## config.mk

```make
export PLATFORM = sky130hd
export DESIGN_NAME = imem_loader
export DESIGN_NICKNAME = d
export VERILOG_FILES = /design/src/rtl/imem_loader_pkg.sv /design/src/rtl/imem_byte_packer.sv /design/src/rtl/imem_loader.sv
export SDC_FILE = /design/constraint.sdc
export NUM_CORES = 1
export LEC_CHECK = 0
export CAP_MARGIN = 0
export CORE_MARGIN = 8
export CORE_UTILIZATION = 55
export CTS_CLUSTER_SIZE = 16
export DETAILED_ROUTE_END_ITERATION = 7
export DONT_BUFFER_PORTS = 1
export GPL_ROUTABILITY_DRIVEN = 0
export GPL_TIMING_DRIVEN = 0
export PLACE_DENSITY = 0.75
export SLEW_MARGIN = 5
export SYNTH_ARGS = -nofsm -noshare
export SYNTH_HDL_FRONTEND = slang
export SYNTH_SLANG_ARGS = --single-unit
```

## constraint.sdc

```tcl
create_clock -name clk -period 5 [get_ports clk]
set_input_delay 1 -clock clk [delete_from_list [all_inputs] [get_ports clk]]
set_output_delay 1 -clock clk [all_outputs]
set_load 0.02 [all_outputs]
```

## src/rtl/imem_loader_pkg.sv

```systemverilog
// Shared types and constants for the instruction-memory byte-stream loader.
// The FSM encoding, default depth and word-address shift live here.
package imem_loader_pkg;

    localparam int DEPTH_DEF  = 32;
    localparam int ADDR_SHIFT = 2;

    typedef enum logic [2:0] {
        S_IDLE,
        S_LEN,
        S_BYTE,
        S_WRITE,
        S_DONE,
        S_ERR
    } state_t;

    // Word index to byte address; addresses are always word-aligned.
    function automatic logic [31:0] word_addr(input logic [31:0] idx);
        return idx << ADDR_SHIFT;
    endfunction

endpackage

```

## src/rtl/imem_byte_packer.sv

```systemverilog
// 8-to-32 little-endian shift register: the first byte ends up in [7:0],
// the fourth in [31:24]. word_full flags the shift that completes a word.
module imem_byte_packer (
    input  logic        clk,
    input  logic        rst_n,
    input  logic        clr,
    input  logic        shift_en,
    input  logic [7:0]  din,
    output logic [31:0] word_next,
    output logic        word_full
);

    logic [31:0] word;
    logic [1:0]  cnt;

    // New bytes enter at the top so earlier bytes drift down to the low lanes.
    assign word_next = {din, word[31:8]};
    assign word_full = shift_en && (cnt == 2'd3);

    always_ff @(posedge clk or negedge rst_n) begin
        if (!rst_n) begin
            word <= '0;
            cnt  <= '0;
        end else if (clr) begin
            word <= '0;
            cnt  <= '0;
        end else if (shift_en) begin
            word <= word_next;
            cnt  <= cnt + 2'd1;
        end
    end

endmodule

```

## src/rtl/imem_loader.sv

```systemverilog
// Loads a length-prefixed little-endian byte stream into instruction memory,
// one word per write strobe, holding the CPU in reset (busy) meanwhile.
module imem_loader
    import imem_loader_pkg::*;
#(
    parameter int DEPTH = DEPTH_DEF
) (
    input  logic        clk,
    input  logic        rst_n,
    input  logic        start,
    input  logic        in_valid,
    input  logic [7:0]  in_data,
    output logic        in_ready,
    output logic        we,
    output logic [31:0] waddr,
    output logic [31:0] wdata,
    output logic        busy,
    output logic        done,
    output logic        err
);

    localparam int IW = $clog2(DEPTH) + 1;

    state_t        state;
    logic [IW-1:0] word_idx;
    logic [7:0]    len;
    logic          accept;
    logic          pk_clr;
    logic          pk_shift;
    logic [31:0]   pk_next;
    logic          pk_full;
    logic          last_word;

    assign accept    = in_valid && in_ready;
    assign pk_clr    = (state == S_IDLE) && start;
    assign pk_shift  = accept && (state == S_BYTE);
    assign last_word = (32'(word_idx) + 32'd1) == 32'(len);

    imem_byte_packer u_packer (
        .clk       (clk),
        .rst_n     (rst_n),
        .clr       (pk_clr),
        .shift_en  (pk_shift),
        .din       (in_data),
        .word_next (pk_next),
        .word_full (pk_full)
    );

    // Outputs are registered against the state being entered, so each one is
    // a flop that is valid for exactly the cycles the FSM sits in that state.
    always_ff @(posedge clk or negedge rst_n) begin
        if (!rst_n) begin
            state    <= S_IDLE;
            word_idx <= '0;
            len      <= '0;
            in_ready <= 1'b0;
            we       <= 1'b0;
            waddr    <= '0;
            wdata    <= '0;
            busy     <= 1'b0;
            done     <= 1'b0;
            err      <= 1'b0;
        end else begin
            we    <= 1'b0;
            waddr <= '0;
            wdata <= '0;
            done  <= 1'b0;
            err   <= 1'b0;
            case (state)
                S_IDLE: begin
                    if (start) begin
                        state    <= S_LEN;
                        word_idx <= '0;
                        in_ready <= 1'b1;
                        busy     <= 1'b1;
                    end
                end
                S_LEN: begin
                    if (accept) begin
                        len <= in_data;
                        if (in_data == 8'd0) begin
                            state    <= S_DONE;
                            in_ready <= 1'b0;
                            done     <= 1'b1;
                        end else if (32'(in_data) > 32'(DEPTH)) begin
                            state    <= S_ERR;
                            in_ready <= 1'b0;
                            err      <= 1'b1;
                        end else begin
                            state <= S_BYTE;
                        end
                    end
                end
                S_BYTE: begin
                    if (pk_full) begin
                        state    <= S_WRITE;
                        in_ready <= 1'b0;
                        we       <= 1'b1;
                        waddr    <= word_addr(32'(word_idx));
                        wdata    <= pk_next;
                    end
                end
                S_WRITE: begin
                    word_idx <= word_idx + 1'b1;
                    if (last_word) begin
                        state <= S_DONE;
                        done  <= 1'b1;
                    end else begin
                        state    <= S_BYTE;
                        in_ready <= 1'b1;
                    end
                end
                S_DONE, S_ERR: begin
                    state <= S_IDLE;
                    busy  <= 1'b0;
                end
                default: begin
                    state    <= S_IDLE;
                    in_ready <= 1'b0;
                    busy     <= 1'b0;
                end
            endcase
        end
    end

endmodule

```

# Yosys cells after proc, flatten, opt, wreduce, memory -nomap -nowiden
# Index checks and enable logic that the tools add are counted.
# Widths: inputs -> output; s select.
[classes]
bitwise_logic = 2
mux = 35
addsub = 3
reduce_logical = 15
order_cmp = 1
n_eq_ne = 12
[ops]
columns = ["op", "n"]
rows = [
  ["$mux 32", 4],
  ["$mux 3", 6],
  ["$mux 8", 2],
  ["$mux 1", 15],
  ["$pmux 3 s4", 1],
  ["$pmux 6 s2", 1],
  ["$eq 7x8->1", 1],
  ["$gt 8x6->1 const B", 1],
  ["$logic_not 8->1", 1],
  ["$ne 2x2->1 const B", 4],
  ["$add 6x1->7 const B", 1],
  ["$add 6x1->6 const B", 1],
  ["$eq 3x2->1 const B", 2],
  ["$eq 3x3->1 const B", 2],
  ["$mux 6", 1],
  ["$reduce_and 2->1", 3],
  ["$reduce_and 6->1", 1],
  ["$pmux 1 s5", 1],
  ["$logic_and 1x1->1", 4],
  ["$mux 2", 2],
  ["$pmux 1 s2", 2],
  ["$reduce_bool 2->1", 2],
  ["$eq 3x1->1 const B", 1],
  ["$logic_not 3->1", 1],
  ["7 further kinds", 8],
]
[word_totals]
regBits = 120
word_cells = 80
output_inout_bits = 69
inputBits = 12

# Longest topological paths before layout
[depth]
word_depth = 5
depth_mapped = 7
ltp_nobuf = 6

# Cells and area by module
# Synthesis repeated with hierarchy kept, for this count alone.
[hier_totals]
hier_cells = 334
hier_area_um2 = 3860.0
[by_module_without_submodules]
columns = ["module", "seq_area_each_um2", "area_each_um2", "cells_each", "n_inst"]
rows = [
  ["imem_loader", 1501.4, 2706.3, 240, 1],
  ["imem_byte_packer", 650.6, 1153.6, 94, 1],
]

# Least setup slack after synthesis
# Ideal clock, no wire load.
[synth_timing]
path_type = "input -> register"
startpoint = "in in_data[3]"
endpoint = "reg state[1]"
required_time_ps = 4857
path_slack_ps = 2762
n_path_buf = 0
setup_time_ps = 143
stages = 5
t_arrival_ps = 2095
path_cell_list = "or2_1 -> or3_1 -> o311a_1 -> a21oi_1 -> a311oi_1"
[synth_via]
elab_chain_len = 5
word_cells_on_any_way = 6
classes_between = "order compare (1); mux (4); reduce/logical (1)"
[synth_lines]
columns = ["item", "line", "source"]
rows = [
  ["start: declaration", "imem_loader.sv:12", "input logic [7:0] in_data,"],
  ["$gt 8x6->1", "imem_loader.sv:85", "end else if (32'(in_data) > 32'(DEPTH)) begin"],
  ["$mux 3", "imem_loader.sv:85", ""],
  ["$mux 3 *", "imem_loader.sv:81", "if (in_data == 8'd0) begin"],
  ["$mux 3 *", "imem_loader.sv:79", "if (accept) begin"],
  ["$pmux 3 s4 *", "imem_loader.sv:69", "case (state)"],
  ["end signal: assignment", "imem_loader.sv:72", "state <= S_LEN;"],
  ["end signal: assignment", "imem_loader.sv:82", "state <= S_DONE;"],
  ["end signal: assignment", "imem_loader.sv:86", "state <= S_ERR;"],
  ["end: declaration", "imem_loader.sv:24", "state_t state;"],
]
# Mark *: on every way between the ends. The rest lies on a longest branch, timed or not. The select of a mux whose other input is x is not followed.
# A chain may end at the register's enable or synchronous reset.

# Worst setup path after layout
[layout_timing]
startpoint = "reg in_ready"
endpoint = "reg u_packer.word[18]"
[layout_via]
elab_chain_len = 3
[layout_lines]
columns = ["item", "line", "source"]
rows = [
  ["start: declaration", "imem_loader.sv:13", "output logic in_ready,"],
  ["start signal: assignment", "imem_loader.sv:56", "in_ready <= 1'b0;"],
  ["start signal: assignment", "imem_loader.sv:74", "in_ready <= 1'b1;"],
  ["start signal: assignment", "imem_loader.sv:83", "in_ready <= 1'b0;"],
  ["$logic_and 1x1->1", "imem_loader.sv:34", "assign accept = in_valid && in_ready;"],
  ["$logic_and 1x1->1", "imem_loader.sv:36", "assign pk_shift = accept && (state == S_BYTE);"],
  ["$reduce_bool 2->1 (no line)", "n/a", ""],
  ["end signal: assignment", "imem_byte_packer.sv:28", "word <= word_next;"],
  ["end: declaration", "imem_byte_packer.sv:13", "logic [31:0] word;"],
]
# No other way between the ends.

==> impl_metrics.yaml <==
status:
  status: "finished clean"
sta:
  fmax_mhz: 436
  hold_violations: 0
  rsz0062_at_grt: "no"
  setup_violations: 0
  finalSetupTns_ns: 0
  tightestPinTransition_ns: 0.857
  maxSlewHeadroom_pct: 42.8
  fin_crit_sh_pct: 45.8
  drv_slew: 0
  period_needed_ns: 2.29
  skew_ns: 0.00560
yosys:
  ys.flop_type: "dfrtp_1"
  synth_area_leader_cell: "dfrtp_1"
  synth_area_per_cell_sq_um: 10.2
  synth_edf_count: 0
  synth_top_area_share_pct: 58.6
  ys_seq_area_share_pct: 58.6
  syn-cell-area_sq_um: 3670
  ys_seq_elements: 86
  synth_common_cells: "86 x dfrtp_1, 86 x nand2_1, 38 x and3_1"
  yosysWarnings: 0
  syn_inst: 360
  yosysUniqueCellTypes: 43
  ys_top_cells_by_area: "dfrtp_1 59%, nand2_1 8.8%, and3_1 6.5%"
  postSynth.asyncResetShare_pct: 100
cts:
  htreeDepth: 3
  cts_buffer_depth: 2
  cts-resized-gates: 0
  cts-root-buf: "clkbuf_8"
  clock_sinks: 86
  post_cts_buffers: 0
  cts.hold.buffers_added: 0
  numCtsBuffers: 9
  cts_tree: "yes"
  cts.clk_slew.worst_paths_ns: 0.08
  insertion_delay_ns: 0.35
global_routing:
  grt_util_met2_pct: 25.7
  track_usage_pct: 16.6
  gr-total-overflow: 0
  grt_pass1_wl_microns: 12700
  met3_usage_pct: 7.81
  grt.met1_usage_pct: 19.4
  antenna_found_initial: 0
  grt_pass1_vias: 2493
  grt_max_degree: 87
  top_usage_layer: "met2"
routing:
  dr.pass1.iters: 4
  vias: 2533
  ant_nets: 0
  wl_microns: 7640
  vias_per_cell: 5.31
  wire_per_inst_microns: 16.0
  drt_iter0_drc: 132
  drc: 0
critical_path:
  cp.required_ns: 5.27
  crit_buf_inv: 3
  endpoint_kind: "flop"
  path_cells: "clkbuf_1 -> and4_1 -> clkbuf_1 -> clkbuf_1 -> nand2_1 -> a21oi_1"
  worst-setup-path-type: "flop to flop"
  cp_common_cell: "clkbuf_1"
  critical_path.top_delay_family: "buffers and inverters"
  slowest_delay_ns: 0.47
  start_kind: "flop"
  worstPathArrival_ns: 2.56
  crit_slowest_cell: "dfrtp_1"
  crit_fanout: 10
finish:
  fill_cells: 513
  area_delta_synth_final_pct: 9.41
  diodes: 0
  final_nets: 410
  instances_no_fill: 477
  drive_above_1_share_pct: 13.8
power_and_ir_drop:
  leakagePower_uw: 0.00214
  irDropWorstVdd_v: 0.000249
  powerDensity_nw_per_um2: 409
placed_design:
  hpwl_microns: 5460
  io_buffers: 0
  placedCellCount: 462
floorplan:
  row_count: 29
  core_area_sq_um: 6420
  die_y_microns: 97.7
  initial_core_util_pct: 57.2
  die_area_sq_um: 9550
  pin_count: 81
  die_x_microns: 97.7
min_path:
  hold_class: "input port to asynchronous set/reset pin"
job:
  drv_cap: 0
[layout make-up]
type,instances,area (sq um),area share (%)
flip-flops and latches,86,2150,53.6
multi-input cells,251,1320,32.9
plain buffers,47,288,7.17
clock buffers,10,128,3.18
well taps,77,96.3,2.40
clock inverters,5,27.5,0.685
inverters,1,3.75,0.0935
[power breakdown]
group	internal, uW	switching (uW)	leakage, uW
Clock	174	229	0.0000817
Sequential	773	71.0	0.00118
Combinational	154	244	0.000884
[state kept, by name (all words and copies together), names as in the netlist]
signal,cells
busy,1
done,1
err,1
in_ready,1
len,8
state,3
u_packer.cnt,2
u_packer.word,24
waddr,6
wdata,32
we,1
word_idx,6
[placed cells by master, fill, tap and decap left out, drive strengths merged]
| master | instances |
|---|---|
| a211oi | 1 |
| a21oi | 21 |
| a311oi | 2 |
| a32oi | 1 |
| a41oi | 1 |
| and2 | 1 |
| and3 | 42 |
| and3b | 1 |
| and4 | 1 |
| buf | 31 |
| clkbuf | 26 |
| clkinv | 4 |
| clkinvlp | 1 |
| conb | 26 |
| dfrtp | 86 |
| ha | 2 |
| inv | 1 |
| nand2 | 86 |
| nand2b | 3 |
| nand3 | 14 |
| nand3b | 1 |
| nand4 | 2 |
| nand4b | 1 |
| nor2 | 9 |
| nor3 | 4 |
| nor3b | 1 |
| nor4 | 1 |
| o211a | 1 |
| o211ai | 1 |
| o21ai | 11 |
| o22ai | 1 |
| o311a | 1 |
| o32ai | 1 |
| o41ai | 1 |
| or2 | 1 |
| or3 | 1 |
| or4b | 2 |
| xnor2 | 7 |
| xor2 | 2 |
[per-layer routing]
| layer | part of all wire, % | routed length (microns) |
|---|---|---|
| met2 | 46 | 3540 |
| met5 | 0 | 0 |
| met1 | 42 | 3220 |
| met4 | 1.7 | 129 |
| met3 | 9.8 | 749 |
[per-stage QoR]
stage	total power, uW	util, %	hold WS (ns)	setup slack [ns]	cell area, sq um
after floorplan	1160	-	0.446	2.76	3760
after global placement	1240	60.1	0.465	2.62	3860
after detailed placement	1250	60.1	0.476	2.59	3860
after CTS	1650	62.5	0.318	2.72	4020
after global routing	1740	62.5	0.316	2.55	4020
final	1640	62.5	0.338	2.71	4020
[path summary, 6_finish.rpt]
path                              startpoint           endpoint  slack (ns)  depth (start not counted)
max                                 in_ready  u_packer.word[18]        2.71                          6
min                                    rst_n           wdata[5]        0.34                          0
max reg2reg                         in_ready  u_packer.word[18]        2.71                          6
min reg2reg                u_packer.word[21]  u_packer.word[13]        0.49                          2
max in group asynchronous              rst_n             len[2]        4.57                          0
min in group clk           u_packer.word[21]  u_packer.word[13]        0.49                          2
[kinds of logic (layout without fill, tap and decap cells)]
family          after synthesis  after routing  synth area share [%]
compound gates               43             43                  7.40
simple gates                171            171                  23.1
buf+inv                      48             63                  7.94
other cells                   1             26                 0.102
fa+ha+maj                     2              2                 0.682
flops                        86             86                  58.6
xor+xnor                      9              9                  2.15
[worst reg2reg max path, stage by stage (launching register included)]
cell and delay, ns:
dfrtp_1 0.47, clkbuf_1 0.35, and4_1 0.28, clkbuf_1 0.42, clkbuf_1 0.41, nand2_1 0.13, a21oi_1 0.16
(Power assumes the default switching activity.)
